--- src/rtl/bomb_defuse_controller_if.sv ---
// Signal bundle between the defuse controller, the player inputs and the code comparator.
interface bomb_defuse_controller_if;
    logic       arm;
    logic [2:0] code_set;
    logic [2:0] guess;
    logic       submit;
    logic       cmp_s;
    logic [2:0] cmp_q1;
    logic [2:0] cmp_q2;
    logic       cmp_enable;
    logic       armed;
    logic       defused;
    logic       exploded;
    logic       wrong;
    logic [7:0] seconds_left;
    logic [1:0] attempts_left;

    // Player/comparator side: drives the controls and comparator result.
    modport master (
        output arm, code_set, guess, submit, cmp_s,
        input  cmp_q1, cmp_q2, cmp_enable, armed, defused, exploded, wrong,
               seconds_left, attempts_left
    );

    // Controller side.
    modport slave (
        input  arm, code_set, guess, submit, cmp_s,
        output cmp_q1, cmp_q2, cmp_enable, armed, defused, exploded, wrong,
               seconds_left, attempts_left
    );
endinterface

--- src/rtl/bomb_defuse_controller.sv ---
// Game sequencer for the time bomb: latches the secret, counts down seconds, steps each
// guess through the external comparator and resolves to DEFUSED or EXPLODED.
module bomb_defuse_controller #(
    parameter int unsigned TICKS_PER_SEC = 50_000_000,
    parameter int unsigned TIMEOUT_SEC   = 60,
    parameter int unsigned MAX_ATTEMPTS  = 3
) (
    input  logic                        clk,
    input  logic                        rst_n,
    bomb_defuse_controller_if.slave     bus_io
);
    localparam int unsigned PW = $clog2(TICKS_PER_SEC);

    localparam logic [2:0] StIdle     = 3'd0;
    localparam logic [2:0] StArmed    = 3'd1;
    localparam logic [2:0] StCheck    = 3'd2;
    localparam logic [2:0] StDefused  = 3'd3;
    localparam logic [2:0] StExploded = 3'd4;

    logic [2:0]    state_q, state_d;
    logic [2:0]    q1_q, q1_d;
    logic [2:0]    q2_q, q2_d;
    logic [7:0]    sec_q, sec_d;
    logic [1:0]    att_q, att_d;
    logic [PW-1:0] presc_q, presc_d;
    logic          wrong_q, wrong_d;
    logic          armed_q, armed_d;
    logic          defused_q, defused_d;
    logic          exploded_q, exploded_d;
    logic          tick;
    logic          expire;

    assign tick   = (presc_q == PW'(TICKS_PER_SEC - 1));
    assign expire = tick && (sec_q == 8'd1);

    // Next-state: game FSM, countdown and the latched comparator operands.
    always_comb begin
        state_d = state_q;
        q1_d    = q1_q;
        q2_d    = q2_q;
        sec_d   = sec_q;
        att_d   = att_q;
        presc_d = presc_q;
        wrong_d = 1'b0;
        case (state_q)
            StIdle: begin
                if (bus_io.arm) begin
                    state_d = StArmed;
                    q1_d    = bus_io.code_set;
                    sec_d   = 8'(TIMEOUT_SEC);
                    att_d   = 2'(MAX_ATTEMPTS);
                    presc_d = '0;
                end
            end
            StArmed, StCheck: begin
                presc_d = tick ? '0 : presc_q + PW'(1);
                if (tick && sec_q != 8'd0) begin
                    sec_d = sec_q - 8'd1;
                end
                if (state_q == StArmed) begin
                    if (expire) begin
                        state_d = StExploded;
                    end else if (bus_io.submit) begin
                        state_d = StCheck;
                        q2_d    = bus_io.guess;
                    end
                end else begin
                    // A matching verdict beats a timeout landing on the same edge.
                    if (bus_io.cmp_s) begin
                        state_d = StDefused;
                    end else begin
                        wrong_d = 1'b1;
                        att_d   = (att_q > 2'd1) ? att_q - 2'd1 : 2'd0;
                        state_d = (att_q > 2'd1 && !expire) ? StArmed : StExploded;
                    end
                end
            end
            StDefused, StExploded: ;
            default: state_d = StIdle;
        endcase
    end

    // Status flags are registered from the next state so they line up with the FSM.
    always_comb begin
        armed_d    = (state_d == StArmed) || (state_d == StCheck);
        defused_d  = (state_d == StDefused);
        exploded_d = (state_d == StExploded);
    end

    // State registers with asynchronous reset.
    always_ff @(posedge clk or negedge rst_n) begin
        if (!rst_n) begin
            state_q    <= StIdle;
            q1_q       <= '0;
            q2_q       <= '0;
            sec_q      <= '0;
            att_q      <= '0;
            presc_q    <= '0;
            wrong_q    <= 1'b0;
            armed_q    <= 1'b0;
            defused_q  <= 1'b0;
            exploded_q <= 1'b0;
        end else begin
            state_q    <= state_d;
            q1_q       <= q1_d;
            q2_q       <= q2_d;
            sec_q      <= sec_d;
            att_q      <= att_d;
            presc_q    <= presc_d;
            wrong_q    <= wrong_d;
            armed_q    <= armed_d;
            defused_q  <= defused_d;
            exploded_q <= exploded_d;
        end
    end

    // Output drive; cmp_enable is the only decoded (unregistered) output.
    always_comb begin
        bus_io.cmp_q1        = q1_q;
        bus_io.cmp_q2        = q2_q;
        bus_io.cmp_enable    = (state_q == StCheck);
        bus_io.armed         = armed_q;
        bus_io.defused       = defused_q;
        bus_io.exploded      = exploded_q;
        bus_io.wrong         = wrong_q;
        bus_io.seconds_left  = sec_q;
        bus_io.attempts_left = att_q;
    end
endmodule

--- src/flat_wrapper.sv ---
// flat-port wrapper written by rule: the top's interface ports become plain ports
module bomb_defuse_controller_flat 
#(
    parameter int unsigned TICKS_PER_SEC = 50_000_000,
    parameter int unsigned TIMEOUT_SEC   = 60,
    parameter int unsigned MAX_ATTEMPTS  = 3
)
  (clk, rst_n, bus_io_arm, bus_io_code_set, bus_io_guess, bus_io_submit, bus_io_cmp_s, bus_io_cmp_q1, bus_io_cmp_q2, bus_io_cmp_enable, bus_io_armed, bus_io_defused, bus_io_exploded, bus_io_wrong, bus_io_seconds_left, bus_io_attempts_left);
  bomb_defuse_controller_if bus_io_i ();
  input  logic clk;
  input  logic rst_n;
  input wire logic [$bits(bus_io_i.arm)-1:0] bus_io_arm;
  input wire logic [$bits(bus_io_i.code_set)-1:0] bus_io_code_set;
  input wire logic [$bits(bus_io_i.guess)-1:0] bus_io_guess;
  input wire logic [$bits(bus_io_i.submit)-1:0] bus_io_submit;
  input wire logic [$bits(bus_io_i.cmp_s)-1:0] bus_io_cmp_s;
  output wire logic [$bits(bus_io_i.cmp_q1)-1:0] bus_io_cmp_q1;
  output wire logic [$bits(bus_io_i.cmp_q2)-1:0] bus_io_cmp_q2;
  output wire logic [$bits(bus_io_i.cmp_enable)-1:0] bus_io_cmp_enable;
  output wire logic [$bits(bus_io_i.armed)-1:0] bus_io_armed;
  output wire logic [$bits(bus_io_i.defused)-1:0] bus_io_defused;
  output wire logic [$bits(bus_io_i.exploded)-1:0] bus_io_exploded;
  output wire logic [$bits(bus_io_i.wrong)-1:0] bus_io_wrong;
  output wire logic [$bits(bus_io_i.seconds_left)-1:0] bus_io_seconds_left;
  output wire logic [$bits(bus_io_i.attempts_left)-1:0] bus_io_attempts_left;
  assign bus_io_i.arm = bus_io_arm;
  assign bus_io_i.code_set = bus_io_code_set;
  assign bus_io_i.guess = bus_io_guess;
  assign bus_io_i.submit = bus_io_submit;
  assign bus_io_i.cmp_s = bus_io_cmp_s;
  assign bus_io_cmp_q1 = bus_io_i.cmp_q1;
  assign bus_io_cmp_q2 = bus_io_i.cmp_q2;
  assign bus_io_cmp_enable = bus_io_i.cmp_enable;
  assign bus_io_armed = bus_io_i.armed;
  assign bus_io_defused = bus_io_i.defused;
  assign bus_io_exploded = bus_io_i.exploded;
  assign bus_io_wrong = bus_io_i.wrong;
  assign bus_io_seconds_left = bus_io_i.seconds_left;
  assign bus_io_attempts_left = bus_io_i.attempts_left;
  bomb_defuse_controller #(.TICKS_PER_SEC(TICKS_PER_SEC), .TIMEOUT_SEC(TIMEOUT_SEC), .MAX_ATTEMPTS(MAX_ATTEMPTS)) u_core (.clk(clk), .rst_n(rst_n), .bus_io(bus_io_i));
endmodule
--- config.mk ---
export PLATFORM = sky130hd
export DESIGN_NAME = bomb_defuse_controller_flat
export DESIGN_NICKNAME = d
export VERILOG_FILES = /design/src/rtl/bomb_defuse_controller_if.sv /design/src/rtl/bomb_defuse_controller.sv /design/src/flat_wrapper.sv
export SDC_FILE = /design/constraint.sdc
export NUM_CORES = 1
export LEC_CHECK = 0
export CORE_MARGIN = 4
export CORE_UTILIZATION = 35
export CTS_CLUSTER_SIZE = 20
export DETAILED_ROUTE_END_ITERATION = 6
export SYNTH_ARGS = -nofsm -noshare
export SYNTH_HDL_FRONTEND = slang
export SYNTH_SLANG_ARGS = --single-unit
--- constraint.sdc ---
create_clock -name clk -period 2.62 [get_ports clk]
set_clock_uncertainty 0.1 [all_clocks]
set_input_delay 0.393 -clock clk [delete_from_list [all_inputs] [get_ports clk]]
set_output_delay 0.393 -clock clk [all_outputs]
set_load 0.1 [all_outputs]
# Word-level counts from Yosys, hierarchy flattened
# Cells that the tools add are included.
# totals
reg_bits	49
# op_classes
n_addsub	3
magnitude_cmp	1
eq_ne	14
mux	21
n_bitwise	1
reduce_logical	15
# op_table
op	count
26-bit 2-to-1 mux	2
26-bit case mux with 2 select lines	1
26-bit by 1-bit adder with 26-bit output (second input constant)	1
26-bit == test (second input constant)	1
3-bit 2-to-1 mux	6
8-bit 2-to-1 mux	2
8-bit case mux with 2 select lines	1
3-bit by 2-bit == test with 1-bit output (second input constant)	4
3-bit case mux with 3 select lines	1
8-bit by 1-bit == test with 1-bit output (second input constant)	1
2-bit 2-to-1 mux	4
4-bit AND reduction	2
8-bit nonzero test	1
8-bit by 1-bit subtractor with 8-bit output (second input constant)	1
3-bit by 1-bit == test with 1-bit output (second input constant)	2
3-bit == test (second input constant)	2
2-bit != test (second input constant)	3
2-bit case mux with 2 select lines	1
2-bit AND reduction	2
2-bit OR reduction	2
1-bit logical AND	3
3-bit logical NOT	1
1-bit 2-to-1 mux	3
3-bit AND reduction	1
7 further kinds	7

# Logic depth before layout (Yosys ltp)
# Gate-level depths: netlist of run 1.
# logic_depth
depth_word	10
depth_mapped	7
ltp_nobuf	6

# Worst setup path before layout of run 1
# No wires, ideal clock.
# synth_path
kind	register to output
start	reg u_core.state_q[1]
end	out bus_io_cmp_enable
t_arrival_ns	2.829
t_required_ns	2.127
setup_slack_ns	-0.702
path_stages_with_launch	4
n_path_buf	1
path_cell_list	dfrtp_1 buf_2 inv_1 nor3_1
# synth_via
elab_chain_len	1
# synth_rtl
element	line	rtl
from (decl)	bomb_defuse_controller.sv:20	logic [2:0] state_q, state_d;
from (signal assigned)	bomb_defuse_controller.sv:93	state_q <= StIdle;
from (signal assigned)	bomb_defuse_controller.sv:104	state_q <= state_d;
3-bit by 2-bit == test with 1-bit output	bomb_defuse_controller.sv:121	bus_io.cmp_enable = (state_q == StCheck);
to (decl)	flat_wrapper.sv:19	output wire logic [$bits(bus_io_i.cmp_enable)-1:0] bus_io_cmp_enable;
# Every way passes these cells.

# Worst setup path after layout of run 1
# layout_path
start	reg u_core.presc_q[11]
end	reg u_core.presc_q[10]
# layout_via
elab_chain_len	3
# layout_rtl
element	line	rtl
from (decl)	bomb_defuse_controller.sv:25	logic [PW-1:0] presc_q, presc_d;
from (signal assigned)	bomb_defuse_controller.sv:109	presc_q <= presc_d;
26-bit == test	bomb_defuse_controller.sv:33	assign tick = (presc_q == PW'(TICKS_PER_SEC - 1));
26-bit 2-to-1 mux	bomb_defuse_controller.sv:56	presc_d = tick ? '0 : presc_q + PW'(1);
26-bit case mux with 2 select lines	bomb_defuse_controller.sv:45	case (state_q)
# Every way passes these cells.
# A chain may end at the register's enable or synchronous reset.

==> metrics.md, run 1 <==
| Metric | Value |
|---|---|
| Status | `finished, final reports clean` |
| CTS tree | `built` |
| Remaining DRCs | `0` |
| Worst-case reg-to-reg path depth | `5` |
| Antenna cell count | `0` |
| Hold buffer count at CTS | `1` |
| Avg Synthesized Cell Area | `~9.6 um2` |
| Leakage power | `1.40 nW` |
| Worst skew pair latency | `0.31 ns` |
| Dpl cells | `slightly above 400` |
| # setup viols final | `0` |
| DRT iter0 DRCs | `117` |
| Vias in the first global route | `2035` |
| Register area share after synthesis | `46.0%` |
| Via Count | `about 2200` |
| Global route overflow | `0` |
| Worst path top cell family by delay | `simple AND/OR/NAND/NOR gates` |
| Critical Path Slowest Stage Cell | `dfrtp_1` |
| Hold path startpoint | `u_core.bus_io.cmp_q1[0]$_DFFE_PN0P_` |
| Final Hold Vio Count | `0` |
| CP Capture Type | `flop` |
| Die area | `a little over 9000 um2` |
| Final Util | `43.5%` |
| CP max FO | `19` |
| First-pass GRT wire length | `9960 um` |
| Antenna Nets Post-Route | `0` |
| TNS Setup | `0 ns` |
| Fmax achieved | `0.446 GHz` |
| RSZ-0062 raised after global routing | `false` |
| Reg area | `1230 um2` |
| Pwr Density | `1130 nW/um2` |
| Reg-to-reg startpoint | `u_core.presc_q[11]$_DFFE_PN0P_` |
| Required time worst endpoint | `2.70 ns` |
| Synthesis-stage register bit count | `just under 50` |
| Buffers on Ports | `31` |
| Slew headroom | `a little over half` |
| Crit path from | `u_core.presc_q[11]$_DFFE_PN0P_` |
| Drt total wl | `about 5900 um` |
| Rows | `31` |
| Clock-pin slew on the worst setup and hold paths | `roughly 0.090 ns` |
| GRT Overall Usage | `approximately 14%` |
| WL/cell | `~14 um` |
| Area growth from synthesis to layout | `19.8%` |
| Slew Limit Fails | `0` |
| Share of Yosys cell area claimed by the top area cell type | `46.0%` |
| Clk sinks | `49` |
| Hold Crit Class | `flop to flop` |
| Total Power | `3.60 mW` |
| Core footprint | `7330 um2` |
| Syn_nets | `292` |
| Share of synthesized registers carrying an async set or reset | `100%` |
| Distinct cells, synth | `53` |
| CP Buf/Inv Count | `0` |
| Initial antenna violation count | `0` |
| Crit path largest cell delay | `0.47 ns` |
| Fin crit share | `85.6%` |
| Layout Nets | `332` |
| Synth Flop Type | `dfrtp_1` |
| Worst path cell trace | `nor4b_4, nand4_1, o21a_1, nor2_4, o21ai_1` |
| Crit start category | `flop` |
| Final critical-path required period | `2.24 ns` |
| Clock root cell | `clkbuf_8` |
| Share of post-route cells with drive strength above 1 | `17.6%` |
| CTS Buffer Depth | `2` |
| HPWL after DPL | `4310 um` |
| Finished Layout Cells | `417` |
| Routability cong. | `0.777` |
| WHS Endpoint | `u_core.bus_io.cmp_q1[0]$_DFFE_PN0P_` |
| R2R Path End | `u_core.presc_q[10]$_DFFE_PN0P_` |
| Hold Path Cell Cnt | `2` |
| Fill cells | `720` |
| Pre-antenna DRT Iters | `4` |
| DR vias/cell | `5.20` |
| Post-synth EDFFs | `0` |
| R2R Setup Slk | `0.38 ns` |
| Starting Density | `36.3%` |
| Num ports | `32` |
| Cell taking the most area after synthesis | `dfrtp_1` |
| Die height | `~95 um` |
| Horiz. Die Dim | `approximately 95 um` |
| Type of the worst setup path | `flop to flop` |
| Maximum VDD drop | `0.604 mV` |
| CTS buffer count | `5` |
| Setup Buffers After CTS | `0` |
| Critical Path AT | `2.33 ns` |
| PostCTS Resize Cnt | `0` |
| Largest cells by area after synthesis | `dfrtp_1, xor2_1, nor2_1` |
| CTS H-tree lvls | `2` |
| Max-cap viol count | `0` |
| Largest net degree at the start of global routing | `20` |
| Area of the multi-input gates | `1390 um2` |
| Mapped Area | `2660 um2` |
| Worst-Margin Slew | `about 0.7 ns` |
| Mapped Cells | `277` |
| YS warnings | `0` |
==> worst max path at each step <==
| stage | endpoint | slack (ns) | cells after the start |
|---|---|---|---|
| finish | u_core.presc_q[10]$_DFFE_PN0P_ | 0.38 | 5 |
| global route | u_core.presc_q[10]$_DFFE_PN0P_ | 0.19 | 6 |
| CTS | u_core.presc_q[10]$_DFFE_PN0P_ | 0.37 | 5 |
| detailed placement | u_core.presc_q[8]$_DFFE_PN0P_ | 0.29 | 6 |
| global placement | u_core.bus_io.seconds_left[5]$_DFFE_PN0P_ | 0.31 | 6 |
| floorplan | u_core.bus_io.cmp_q2[0]$_DFFE_PN0P_ | 0.18 | 5 |
==> per-layer routing <==
metal	part of all wire [%]	GRT usage, %	vias to the layer above
met5	0	0	-
met4	1.5	4.69	0
met3	3.4	3.00	6
met2	47	21.8	34
li1	-	-	1083
met1	48	19.6	1046
==> cells in the final DEF, fill, tap and decap left out, types with 2 or more instances in the layout <==
| cell type | count |
|---|---|
| xnor2_1 | 5 |
| nand4b_1 | 2 |
| nor2_1 | 34 |
| clkbuf_8 | 6 |
| a41oi_1 | 2 |
| a31oi_1 | 7 |
| nor3_2 | 4 |
| dfrtp_1 | 49 |
| o21ai_0 | 9 |
| clkdlybuf4s50_1 | 9 |
| a21oi_1 | 8 |
| ha_1 | 4 |
| mux2_1 | 3 |
| and2_1 | 6 |
| xor2_1 | 16 |
| a22o_1 | 2 |
| and3_1 | 7 |
| o31a_1 | 2 |
| buf_4 | 29 |
| a21o_1 | 3 |
| inv_1 | 4 |
| a211oi_1 | 2 |
| nand2b_1 | 2 |
| and4_1 | 4 |
| nor4_2 | 2 |
| nand4_1 | 16 |
| nand3b_1 | 2 |
| or3_1 | 3 |
| nand2_1 | 27 |
| nand3_1 | 15 |
| nor3_1 | 7 |
==> logic make-up (layout without fill, tap and decap cells) <==
logic type | count (synthesis) | count (layout) | share of synthesized area [%]
AOI/OAI and AO/OA | 40 | 40 | 9.54
DFF | 49 | 49 | 46.0
muxes | 5 | 5 | 2.07
buffers and inverters | 12 | 53 | 2.11
and+or+nand+nor | 146 | 146 | 31.5
xor gates and xnor gates | 21 | 21 | 6.90
adders and majority gates | 4 | 4 | 1.88
==> flip-flops by register name, summed over array words and instances, names as in the netlist <==
| register | cells |
|---|---|
| u_core.bus_io.attempts_left | 2 |
| u_core.bus_io.exploded | 1 |
| u_core.bus_io.wrong | 1 |
| u_core.bus_io.defused | 1 |
| u_core.bus_io.seconds_left | 8 |
| u_core.state_q | 3 |
| u_core.bus_io.armed | 1 |
| u_core.bus_io.cmp_q2 | 3 |
| u_core.presc_q | 26 |
| u_core.bus_io.cmp_q1 | 3 |
==> layout make-up <==
| class | instances | area share, % |
|---|---|---|
| multi-input combinational | 216 | 43.5 |
| sequential | 49 | 38.4 |
| timing repair buffer | 41 | 10.7 |
| tap | 99 | 3.88 |
| clock buffer | 6 | 2.59 |
| inverter | 4 | 0.471 |
| clock inverter | 2 | 0.431 |
==> Yosys cell counts (all sizes together) (2+ instances only) <==
master  instances
dfrtp          49
nor2           36
nand2          28
nand4          17
xor2           16
nand3          15
nor3           11
o21ai          10
a21oi           8
and3            8
a31oi           7
and2            7
buf             5
xnor2           5
and4            4
ha              4
inv             4
mux2            4
or3             4
a21o            3
clkbuf          3
nor4            3
a211oi          2
a22o            2
a41oi           2
nand2b          2
nand3b          2
nand4b          2
o31a            2
==> report_power, final <==
part	switching, mW	leakage [nW]	internal [mW]
clock network	0.261	0.0512	0.214
registers	0.218	0.632	0.939
logic	1.48	0.712	0.488
==> worst min-delay path, stage by stage, from the launching register on <==
cell and delay, ns:
dfrtp_1 0.35, nand2_1 0.05, nand2_1 0.06
==> stage by stage <==
stage                     cell area, um2  hold WS [ns]  setup slack, ns
after global placement              3080         0.241            0.312
after CTS                           3190         0.392            0.366
final                               3190         0.390            0.377
after detailed placement            3080         0.243            0.294
after global routing                3190         0.432            0.186
after floorplan                     2670      -0.00259            0.176
No activity file was read; power rests on OpenSTA's default activity.
==> run 2, diff against run 1 <==
Settings changed: PLACE_DENSITY from default to 0.52.
==> metrics.md, run 2 (synthesized netlist as in run 1, its figures left out) <==
| Metric | Value |
|---|---|
| Drt total wl | `6140 um (+4.2%)` |
| Pre-antenna DRT Iters | `4 (unchanged)` |
| Clock root cell | `clkbuf_8` |
| WHS Endpoint | `u_core.bus_io.cmp_q1[2]$_DFFE_PN0P_` |
| Buffers on Ports | `31 (unchanged)` |
| CTS buffer count | `5 (unchanged)` |
| Largest net degree at the start of global routing | `50 (+150%)` |
| # setup viols final | `0 (unchanged)` |
| DRT iter0 DRCs | `94 (-20%)` |
| Final hold slack | `0.389 ns (-0.00162 ns)` |
| Die height | `95.2 um (unchanged)` |
| Required time worst endpoint | `2.13 ns (-0.57 ns)` |
| CP Capture Type | `output pin` |
| CTS H-tree lvls | `2 (unchanged)` |
| Remaining DRCs | `0 (unchanged)` |
| HPWL after DPL | `4310 um (about the same)` |
| CP max FO | `14 (-5)` |
| PostCTS Resize Cnt | `0 (unchanged)` |
| Type of the worst setup path | `flop to output pin` |
| Hold Crit Class | `flop to flop` |
| Hold path startpoint | `u_core.bus_io.cmp_q1[2]$_DFFE_PN0P_` |
| R2R Setup Slk | `0.50 ns (+0.12 ns)` |
| Pwr Density | `1170 nW/um2 (+3.9%)` |
| Cell Area, Placed | `3100 um2 (+0.65%)` |
| Horiz. Die Dim | `95.2 um (unchanged)` |
| Via Count | `2189 (+0.92%)` |
| DR vias/cell | `5.24 (+0.68%)` |
| Leakage power | `1.42 nW (+2.0%)` |
| Max-cap viol count | `0 (unchanged)` |
| Final critical-path required period | `2.18 ns (-0.0639 ns)` |
| Clk sinks | `49 (unchanged)` |
| First-pass GRT wire length | `10400 um (+4.7%)` |
| CTS Buffer Depth | `2 (unchanged)` |
| RSZ-0062 raised after global routing | `false` |
| Fill cells | `702 (-2.5%)` |
| Fin crit share | `83.2% (-2.4 points)` |
| Status | `finished, final reports clean` |
| CTS tree | `built` |
| Clock-pin slew on the worst setup and hold paths | `0.09 ns (about the same)` |
| Commonest non-fill, non-tap cell in the layout | `dfrtp_1` |
| Die area | `9070 um2 (unchanged)` |
| Crit start category | `flop` |
| Worst-case reg-to-reg path depth | `6 (+1)` |
| Final Hold Vio Count | `0 (unchanged)` |
| Fmax achieved | `0.459 GHz (+2.9%)` |
| Num ports | `32 (unchanged)` |
| Starting Density | `36.3% (unchanged)` |
| Hold Path Cell Cnt | `2 (unchanged)` |
| Antenna Nets Post-Route | `0 (unchanged)` |
| Layout Nets | `333 (+0.30%)` |
| TNS Setup | `0 ns (unchanged)` |
| Max FFs per register | `26 (unchanged)` |
| WL/cell | `14.7 um (+3.9%)` |
| Share of post-route cells with drive strength above 1 | `17.9% (+0.26 points)` |
| Design area | `3250 um2 (+1.8%)` |
| Maximum VDD drop | `0.577 mV (-4.5%)` |
| Rows | `31 (unchanged)` |
| Routability cong. | `0.770 (-0.98%)` |
| Antenna cell count | `0 (unchanged)` |
| Worst-Margin Slew | `0.605 ns (-0.0926 ns)` |
| Critical Path AT | `1.69 ns (-0.64 ns)` |
| Reg-to-reg startpoint | `u_core.presc_q[12]$_DFFE_PN0P_` |
| Slew Limit Fails | `0 (unchanged)` |
| Initial antenna violation count | `0 (unchanged)` |
| Vias in the first global route | `2129 (+4.6%)` |
| Area growth from synthesis to layout | `21.9%` |
| GRT Overall Usage | `14.8% (+0.66 points)` |
| Core footprint | `7330 um2 (unchanged)` |
| Global route overflow | `0 (unchanged)` |
| Most frequent cells in the layout | `dfrtp_1, nor2_1, buf_4, nand2_1` |
| Largest register by flop count | `u_core.presc_q` |
| R2R Path End | `u_core.presc_q[10]$_DFFE_PN0P_` |
| Worst skew pair latency | `0.30 ns (about the same)` |
| Total Power | `3.80 mW (+5.8%)` |
| Slew headroom | `59.5% (+6.3 points)` |
## run 2: changes by cell type in the layout (fill, tap and decap cells not counted)
cell / previous run / this run
buf_12: 1 / 2
bufinv_16: 0 / 2
clkbuf_8: 6 / 5
clkinv_4: 1 / 0
## run 2: how the worst max path moves through the flow
stage | startpoint | endpoint | slack, ns | depth (start not counted)
finish | u_core.state_q[1]$_DFF_PN0_ | bus_io_cmp_enable | 0.44 | 3
global route | u_core.state_q[1]$_DFF_PN0_ | bus_io_cmp_enable | 0.30 | 3
CTS | u_core.state_q[1]$_DFF_PN0_ | bus_io_cmp_enable | 0.43 | 3
detailed placement | bus_io_arm | u_core.bus_io.seconds_left[5]$_DFFE_PN0P_ | 0.37 | 6
global placement | bus_io_arm | u_core.bus_io.seconds_left[5]$_DFFE_PN0P_ | 0.39 | 6
floorplan | u_core.bus_io.seconds_left[3]$_DFFE_PN0P_ | u_core.bus_io.cmp_q2[0]$_DFFE_PN0P_ | 0.18 | 5
## run 2: worst max-delay path: stages (launching register included)
cell and delay (ns):
dfrtp_1 0.60, inv_1 0.20, nor3_2 0.36, buf_12 0.22
## run 2: per-stage QoR
step           utilization, %  setup WS [ns]  instances
2_1_floorplan               -          0.176        277
3_3_place_gp             42.3          0.389        409
3_5_place_dp             42.3          0.365        409
4_1_cts                  44.3          0.433        418
5_1_grt                  44.3          0.299        418
6_report                 44.3          0.441        418
## run 2: timing repair
action	4_1_cts	5_1_grt
buffers inserted	0	0
hold buffers	1	0
setup endpoints to repair	0	0
hold endpoints to repair	49	0
## run 2: final cells by class
cell class / count / area (um2) / area share [%]
Timing Repair Buffer: 42 / 363 / 11.2
Multi-Input combinational cell: 216 / 1390 / 42.7
Sequential cell: 49 / 1230 / 37.8
Clock buffer: 5 / 68.8 / 2.12
Tap cell: 99 / 124 / 3.81
Clock inverter: 3 / 65.1 / 2.00
Inverter: 4 / 15.0 / 0.462
## run 2: report_power, final
| group | leakage (nW) | total, mW | switching (mW) | internal (mW) |
|---|---|---|---|---|
| clock | 0.0681 | 0.641 | 0.262 | 0.379 |
| combinational | 0.722 | 2.00 | 1.49 | 0.509 |
| sequential | 0.632 | 1.16 | 0.225 | 0.939 |
| total | 1.42 | 3.80 | 1.98 | 1.83 |
## run 2: routing by layer
layer	global-route usage (%)	wire (um)	vias up
met4	3.97	70	0
met1	21.5	3130	1067
li1	-	-	1083
met2	22.3	2710	33
met3	2.84	219	6
met5	0	0	-
